### config.mk
export PLATFORM = sky130hd
export DESIGN_NAME = fifo_spi_framer
export DESIGN_NICKNAME = d
export VERILOG_FILES = /design/src/rtl/fifo_spi_framer_pkg.sv /design/src/rtl/fifo_spi_framer_checksum.sv /design/src/rtl/fifo_spi_framer.sv
export SDC_FILE = /design/constraint.sdc
export NUM_CORES = 1
export LEC_CHECK = 0
export BUFFER_PORTS_ARGS = -buffer_cell sky130_fd_sc_hd__buf_2
export CAP_MARGIN = 20
export CORE_UTILIZATION = 30
export DETAILED_ROUTE_END_ITERATION = 8
export PLACE_DENSITY = 0.49
export SLEW_MARGIN = 10
export SYNTH_ARGS = -nofsm -noshare
export SYNTH_HDL_FRONTEND = slang
export SYNTH_HIERARCHICAL = 1
export SYNTH_SLANG_ARGS = --single-unit
### constraint.sdc
create_clock -name clk_serial -period 3.7 [get_ports clk_serial]
set_input_delay 0.555 -clock clk_serial [delete_from_list [all_inputs] [get_ports clk_serial]]
set_output_delay 0.555 -clock clk_serial [all_outputs]
set_load 0.05 [all_outputs]
### src/rtl/fifo_spi_framer_pkg.sv
// Shared types and constants for the FIFO-to-SPI frame builder.
// Holds FSM/word-selector encodings and the FIFO read latency.
package fifo_spi_framer_pkg;

    typedef enum logic [2:0] {
        ST_IDLE,
        ST_SEND,
        ST_WAIT_START,
        ST_WAIT_DONE,
        ST_READ,
        ST_LAT
    } state_t;

    typedef enum logic [1:0] {
        WS_HDR,
        WS_SEQ,
        WS_SAMPLE,
        WS_CSUM
    } word_sel_t;

    localparam int FIFO_RD_LAT = 2;
    localparam int CSUM_W      = 16;

    function automatic logic [15:0] sat_inc16(input logic [15:0] v);
        return (v == 16'hFFFF) ? v : v + 16'd1;
    endfunction

endpackage

### src/rtl/fifo_spi_framer_checksum.sv
// Running 16-bit frame checksum: clear at frame start,
// accumulate each sequence/sample word as it is issued.
module framer_checksum
    import fifo_spi_framer_pkg::*;
#(
    parameter int DATA_WIDTH = 16
) (
    input  logic                  clk_serial,
    input  logic                  rst,
    input  logic                  i_clear,
    input  logic                  i_acc,
    input  logic [DATA_WIDTH-1:0] i_word,
    output logic [CSUM_W-1:0]     o_sum
);

    logic [CSUM_W-1:0] r_sum;

    always_ff @(posedge clk_serial) begin
        if (rst || i_clear) begin
            r_sum <= '0;
        end else if (i_acc) begin
            r_sum <= r_sum + CSUM_W'(i_word);
        end
    end

    assign o_sum = r_sum;

endmodule

### src/rtl/fifo_spi_framer.sv
// Pulls samples from a non-FWFT FIFO and emits framed words
// (sync, sequence, samples, checksum) to an SPI master.
module fifo_spi_framer
    import fifo_spi_framer_pkg::*;
#(
    parameter int                    DATA_WIDTH     = 16,
    parameter int                    FRAME_LEN      = 8,
    parameter logic [DATA_WIDTH-1:0] SYNC_WORD      = 16'hA5A5,
    parameter logic [DATA_WIDTH-1:0] PAD_WORD       = 16'hFFFF,
    parameter int                    TIMEOUT_CYCLES = 1024
) (
    input  logic                  clk_serial,
    input  logic                  rst,
    input  logic                  fifo_empty,
    input  logic [DATA_WIDTH-1:0] fifo_data,
    output logic                  fifo_rd_en,
    output logic                  spi_go,
    output logic [DATA_WIDTH-1:0] spi_data,
    input  logic                  spi_ss_n,
    output logic [7:0]            frame_seq,
    output logic                  frame_done,
    output logic [15:0]           pad_count
);

    localparam int TO_W  = $clog2(TIMEOUT_CYCLES) + 1;
    localparam int LAT_W = $clog2(FIFO_RD_LAT) + 1;

    localparam logic [TO_W-1:0]  TO_LAST     = TO_W'(TIMEOUT_CYCLES - 1);
    localparam logic [LAT_W-1:0] LAT_LAST    = LAT_W'(FIFO_RD_LAT - 1);
    localparam logic [7:0]       LAST_SAMPLE = 8'(FRAME_LEN - 1);

    state_t                r_state;
    word_sel_t             r_sel;
    logic                  r_spi_go;
    logic [DATA_WIDTH-1:0] r_spi_data;
    logic [7:0]            r_seq;
    logic                  r_done;
    logic [15:0]           r_pad_cnt;
    logic [TO_W-1:0]       r_timeout;
    logic [LAT_W-1:0]      r_lat;
    logic [7:0]            r_sample_idx;
    logic                  r_csum_clr;
    logic                  r_csum_acc;

    logic [CSUM_W-1:0]     w_csum;
    logic                  w_rd_en;

    // Combinational strobe so it can never coincide with an empty FIFO.
    assign w_rd_en = (r_state == ST_READ) && !fifo_empty && !rst;

    framer_checksum #(
        .DATA_WIDTH (DATA_WIDTH)
    ) u_csum (
        .clk_serial (clk_serial),
        .rst        (rst),
        .i_clear    (r_csum_clr),
        .i_acc      (r_csum_acc),
        .i_word     (r_spi_data),
        .o_sum      (w_csum)
    );

    always_ff @(posedge clk_serial) begin
        if (rst) begin
            r_state      <= ST_IDLE;
            r_sel        <= WS_HDR;
            r_spi_go     <= 1'b0;
            r_spi_data   <= '0;
            r_seq        <= '0;
            r_done       <= 1'b0;
            r_pad_cnt    <= '0;
            r_timeout    <= '0;
            r_lat        <= '0;
            r_sample_idx <= '0;
            r_csum_clr   <= 1'b0;
            r_csum_acc   <= 1'b0;
        end else begin
            r_spi_go   <= 1'b0;
            r_done     <= 1'b0;
            r_csum_clr <= 1'b0;
            r_csum_acc <= 1'b0;
            case (r_state)
                ST_IDLE: begin
                    if (!fifo_empty) begin
                        r_spi_data <= SYNC_WORD;
                        r_spi_go   <= 1'b1;
                        r_sel      <= WS_HDR;
                        r_csum_clr <= 1'b1;
                        r_state    <= ST_SEND;
                    end
                end
                ST_SEND: begin
                    r_state <= ST_WAIT_START;
                end
                ST_WAIT_START: begin
                    if (!spi_ss_n) begin
                        r_state <= ST_WAIT_DONE;
                    end
                end
                ST_WAIT_DONE: begin
                    if (spi_ss_n) begin
                        unique case (r_sel)
                            WS_HDR: begin
                                r_spi_data <= DATA_WIDTH'({8'h00, r_seq});
                                r_csum_acc <= 1'b1;
                                r_spi_go   <= 1'b1;
                                r_sel      <= WS_SEQ;
                                r_state    <= ST_SEND;
                            end
                            WS_SEQ: begin
                                r_sel        <= WS_SAMPLE;
                                r_sample_idx <= '0;
                                r_timeout    <= '0;
                                r_state      <= ST_READ;
                            end
                            WS_SAMPLE: begin
                                if (r_sample_idx == LAST_SAMPLE) begin
                                    r_spi_data <= DATA_WIDTH'(w_csum);
                                    r_spi_go   <= 1'b1;
                                    r_sel      <= WS_CSUM;
                                    r_state    <= ST_SEND;
                                end else begin
                                    r_sample_idx <= r_sample_idx + 8'd1;
                                    r_timeout    <= '0;
                                    r_state      <= ST_READ;
                                end
                            end
                            WS_CSUM: begin
                                r_done  <= 1'b1;
                                r_seq   <= r_seq + 8'd1;
                                r_sel   <= WS_HDR;
                                r_state <= ST_IDLE;
                            end
                        endcase
                    end
                end
                ST_READ: begin
                    if (!fifo_empty) begin
                        r_timeout <= '0;
                        r_lat     <= '0;
                        r_state   <= ST_LAT;
                    end else if (r_timeout == TO_LAST) begin
                        r_timeout  <= '0;
                        r_spi_data <= PAD_WORD;
                        r_csum_acc <= 1'b1;
                        r_pad_cnt  <= sat_inc16(r_pad_cnt);
                        r_spi_go   <= 1'b1;
                        r_state    <= ST_SEND;
                    end else begin
                        r_timeout <= r_timeout + TO_W'(1);
                    end
                end
                ST_LAT: begin
                    if (r_lat == LAT_LAST) begin
                        r_spi_data <= fifo_data;
                        r_csum_acc <= 1'b1;
                        r_spi_go   <= 1'b1;
                        r_state    <= ST_SEND;
                    end else begin
                        r_lat <= r_lat + LAT_W'(1);
                    end
                end
                default: begin
                    r_state <= ST_IDLE;
                end
            endcase
        end
    end

    assign fifo_rd_en = w_rd_en;
    assign spi_go     = r_spi_go;
    assign spi_data   = r_spi_data;
    assign frame_seq  = r_seq;
    assign frame_done = r_done;
    assign pad_count  = r_pad_cnt;

endmodule
==> impl_metrics.py <==
metrics = {
    "sta": {
        "tightestPinTransition_ns": 0.876,
        "setup_violations": 0,
        "fin_crit_sh_pct": 73.6,
        "rsz0062_at_grt": "no",
        "max_freq_mhz": 367,
        "tns_ns": 0,
        "skew_ns": 0.00495,
        "finalHoldViolCount": 0,
        "drv_slew": 0,
        "period_needed_ns": 2.72,
        "finalWorstSetupSlack_ns": 0.976,
        "relSlewSlack_pct": 41.4,
    },
    "power_and_ir_drop": {
        "cellLeakagePower_nw": 2.30,
        "powerDensity_nw_per_um2": 610,
        "irDropWorstVdd_mv": 0.219,
    },
    "worst_hold_path": {
        "hold_path.class": "reg2reg",
    },
    "clock_tree": {
        "post-cts-setup-buffers": 0,
        "cts_resized": 0,
        "clkTransAtPathRegs_ns": 0.06,
        "htree_levels": 3,
        "cts_buffer_depth": 2,
        "cts_hold_buf": 0,
        "cts_num_sinks": 86,
        "cts_buffers": 9,
        "root_buffer": "clkbuf_16",
        "insertion_delay_ns": 0.34,
        "cts_tree": "built",
    },
    "grt": {
        "grt_max_degree": 52,
        "grt_pass1_vias": 4221,
        "antenna_found_initial": 0,
        "grt_overflow": 0,
        "grt_pass1_wl_um": 22300,
        "grt_use_total_pct": 16.0,
    },
    "synthesis": {
        "synth_top_family_by_area": "compound AO/OA/AOI/OAI gates",
        "synth_mux_area_share_pct": 4.00,
        "seq_area_frac_synth_pct": 34.2,
        "synth_edf_count": 0,
        "synth_area_per_cell_um2": 8.75,
        "synth_compound_area_share_pct": 23.9,
        "synthXorXnorAreaFrac_pct": 5.05,
        "synth_nets": 620,
        "synthFlopType": "dfxtp_1",
        "yosys.cell_types.count": 75,
        "synth-seq-cells": 86,
        "yosys_warnings": 6,
        "synth_area_um2": 5030,
        "ys_async_sr_fraction_pct": 0,
        "yosys.area_share.simple_pct": 22.0,
        "synthAdderAreaFrac_pct": 6.36,
        "synth_cells": 575,
    },
    "setup_path": {
        "slowest_stage": "ha_1",
        "worstPathRequired_ns": 3.99,
        "crit_chain": "inv_1 -> ha_1 -> nor4b_2 -> a21oi_1 -> o21ai_2 -> o21ai_1 -> o21ba_2",
        "crit_arrival_ns": 3.02,
        "r2r_start": "r_sel[0]$_SDFFE_PP0P_",
        "cp_slowest_stage_delay_ns": 0.62,
        "endpoint": "r_timeout[9]$_SDFFE_PP0P_",
        "start_kind": "register",
        "crit_start": "r_sel[0]$_SDFFE_PP0P_",
        "end_kind": "register",
        "worstReg2RegEnd": "r_timeout[9]$_SDFFE_PP0P_",
        "r2r_slack_ns": 0.98,
        "ff2ff_path_depth": 7,
        "crit_path_max_fanout": 14,
        "criticalPathCategory": "reg2reg",
    },
    "floorplanning": {
        "ios": 63,
        "dieArea_um2": 17300,
        "fp.dieH_um": 132,
        "fp-row-count": 46,
        "die_w_um": 132,
        "initial_utilization_pct": 31.2,
        "core_area_um2": 16100,
    },
    "final_layout": {
        "fin_area_um2": 5850,
        "drive_above_1_share_pct": 18.5,
        "final_nets": 672,
        "area_growth_pct": 16.2,
        "antenna_cells": 0,
    },
    "placed_design": {
        "placed_area_um2": 5510,
        "routabilityCongestion": 0.856,
        "place_ws_ns": 0.973,
        "dp_hpwl_um": 9960,
        "port_buffers": 62,
    },
    "detailed_routing": {
        "antenna_left": 0,
        "via_count": 4499,
        "drtPass1Iterations": 5,
        "routed_wl_um": 13500,
        "drc": 0,
        "routedWlPerCell_um": 15.9,
        "dr.first_iter.drc_count": 227,
        "avgViaCountPerCell": 5.31,
    },
    "outcome": {
        "status": "completed",
    },
    "flow_run": {
        "cap_violations": 0,
    },
}
==> stage by stage <==
step,total power [W],util (%),hold slack [ns],cells
floorplan,0.00225,-,0.444,575
global placement,0.00251,34.2,0.459,831
detailed placement,0.00254,34.2,0.460,832
CTS,0.00359,36.3,0.477,847
global route,0.00377,36.3,0.508,847
finish,0.00357,36.3,0.479,847
==> metal layers <==
| metal | vias up | track usage (%) | share of wire [%] |
|---|---|---|---|
| met5 | - | 0 | 0 |
| met4 | 0 | 3.94 | 1.2 |
| met3 | 10 | 4.51 | 5.3 |
| met2 | 106 | 26.1 | 47 |
| met1 | 2137 | 20.7 | 47 |
| li1 | 2246 | - | - |
==> report_power, final <==
group	internal (W)	switching, W
Combinational	0.000422	0.000891
Clock	0.000674	0.000373
Sequential	0.00104	0.000164
Total	0.00214	0.00143
==> sequential cells by signal (all words and copies together), names as in the netlist <==
signal        flops
frame_done        1
frame_seq         8
pad_count        16
r_csum_acc        1
r_csum_clr        1
r_lat             2
r_sample_idx      8
r_sel             2
r_state           3
r_timeout        11
spi_data         16
spi_go            1
u_csum/o_sum     16
==> worst max-delay path, delay by kind of cell, from the launching register on <==
| kind | cells | cell delay [ns] |
|---|---|---|
| adders and majority gates | 1 | 0.62 |
| buffers and inverters | 1 | 0.11 |
| DFF | 1 | 0.34 |
| and+or+nand+nor | 1 | 0.43 |
| AOI/OAI and AO/OA | 4 | 1.16 |
==> cells in the mapped netlist, types with 4 or more instances <==
| cell type | n | share of area (%) |
|---|---|---|
| dfxtp_1 | 86 | 34 |
| nor2_1 | 61 | 4.5 |
| a21oi_1 | 41 | 4.1 |
| inv_1 | 26 | 1.9 |
| nand2_1 | 26 | 1.9 |
| o21ai_0 | 25 | 2.5 |
| ha_1 | 24 | 6.0 |
| nand3_1 | 21 | 2.1 |
| xor2_1 | 21 | 3.7 |
| mux2i_1 | 19 | 3.8 |
| and3_1 | 14 | 1.7 |
| a221oi_2 | 12 | 3.6 |
| or3_1 | 12 | 1.5 |
| clkbuf_1 | 11 | 0.82 |
| nor3_1 | 11 | 1.1 |
| nand4_1 | 10 | 1.2 |
| o21a_1 | 8 | 1.2 |
| xnor2_1 | 8 | 1.4 |
| nor4_1 | 7 | 0.87 |
| a21o_1 | 6 | 0.90 |
| a221oi_1 | 6 | 1.0 |
| a22oi_1 | 6 | 0.90 |
| buf_2 | 6 | 0.60 |
| o21ai_1 | 6 | 0.60 |
| o31ai_1 | 6 | 0.90 |
| or4_1 | 6 | 0.90 |
| a21boi_0 | 5 | 0.75 |
| o211ai_1 | 5 | 0.75 |
| and2_1 | 4 | 0.50 |
| and4_1 | 4 | 0.70 |
| o211a_1 | 4 | 0.80 |
==> final cells by class <==
type / count / area, µm²
Fill cell: 1702 / 10300
Multi-Input combinational cell: 438 / 3080
Sequential cell: 86 / 1720
Timing Repair Buffer: 65 / 333
Tap cell: 216 / 270
Clock buffer: 11 / 243
Inverter: 27 / 103
Clock inverter: 4 / 95.1
==> worst min-delay path by stage <==
stage	from	end	slack, ns	cells past startpoint
2_1_floorplan	r_sample_idx[1]$_SDFFE_PP0P_	r_sample_idx[1]$_SDFFE_PP0P_	0.44	2
3_3_place_gp	r_sample_idx[1]$_SDFFE_PP0P_	r_sample_idx[1]$_SDFFE_PP0P_	0.46	2
3_5_place_dp	r_sample_idx[1]$_SDFFE_PP0P_	r_sample_idx[1]$_SDFFE_PP0P_	0.46	2
4_1_cts	r_sample_idx[1]$_SDFFE_PP0P_	r_sample_idx[1]$_SDFFE_PP0P_	0.48	2
5_1_grt	r_sample_idx[1]$_SDFFE_PP0P_	r_sample_idx[1]$_SDFFE_PP0P_	0.51	2
6_report	r_sample_idx[1]$_SDFFE_PP0P_	r_sample_idx[1]$_SDFFE_PP0P_	0.48	2
==> cell usage in the layout (no fill, tap or decap), types with 5 or more instances in the layout <==
master,Yosys,final
buf_2,6,62
nor2_1,61,61
o31ai_1,6,6
xnor2_1,8,8
nand4_1,10,10
and3_1,14,14
xor2_1,21,21
nand3_1,21,21
a21o_1,6,6
o21ai_0,25,25
nand2_1,26,26
nor3_1,11,11
o21ai_1,6,6
ha_1,24,24
o211ai_1,5,5
or3_1,12,12
dfxtp_1,86,86
a21oi_1,41,41
mux2i_1,19,19
a221oi_2,12,12
o21a_1,8,8
a21boi_0,5,5
inv_1,26,26
nor4_1,7,7
a221oi_1,6,6
clkbuf_16,0,9
or4_1,6,6
a22oi_1,6,6
==> kinds of logic (layout without fill, tap and decap cells) <==
group,count (synthesis),count (layout)
and+or+nand+nor,201,201
AOI/OAI and AO/OA,163,163
DFF,86,86
buffers and inverters,51,107
xor gates and xnor gates,29,29
adders and majority gates,25,25
muxes,20,20
Power figures use the tool's default switching activity.
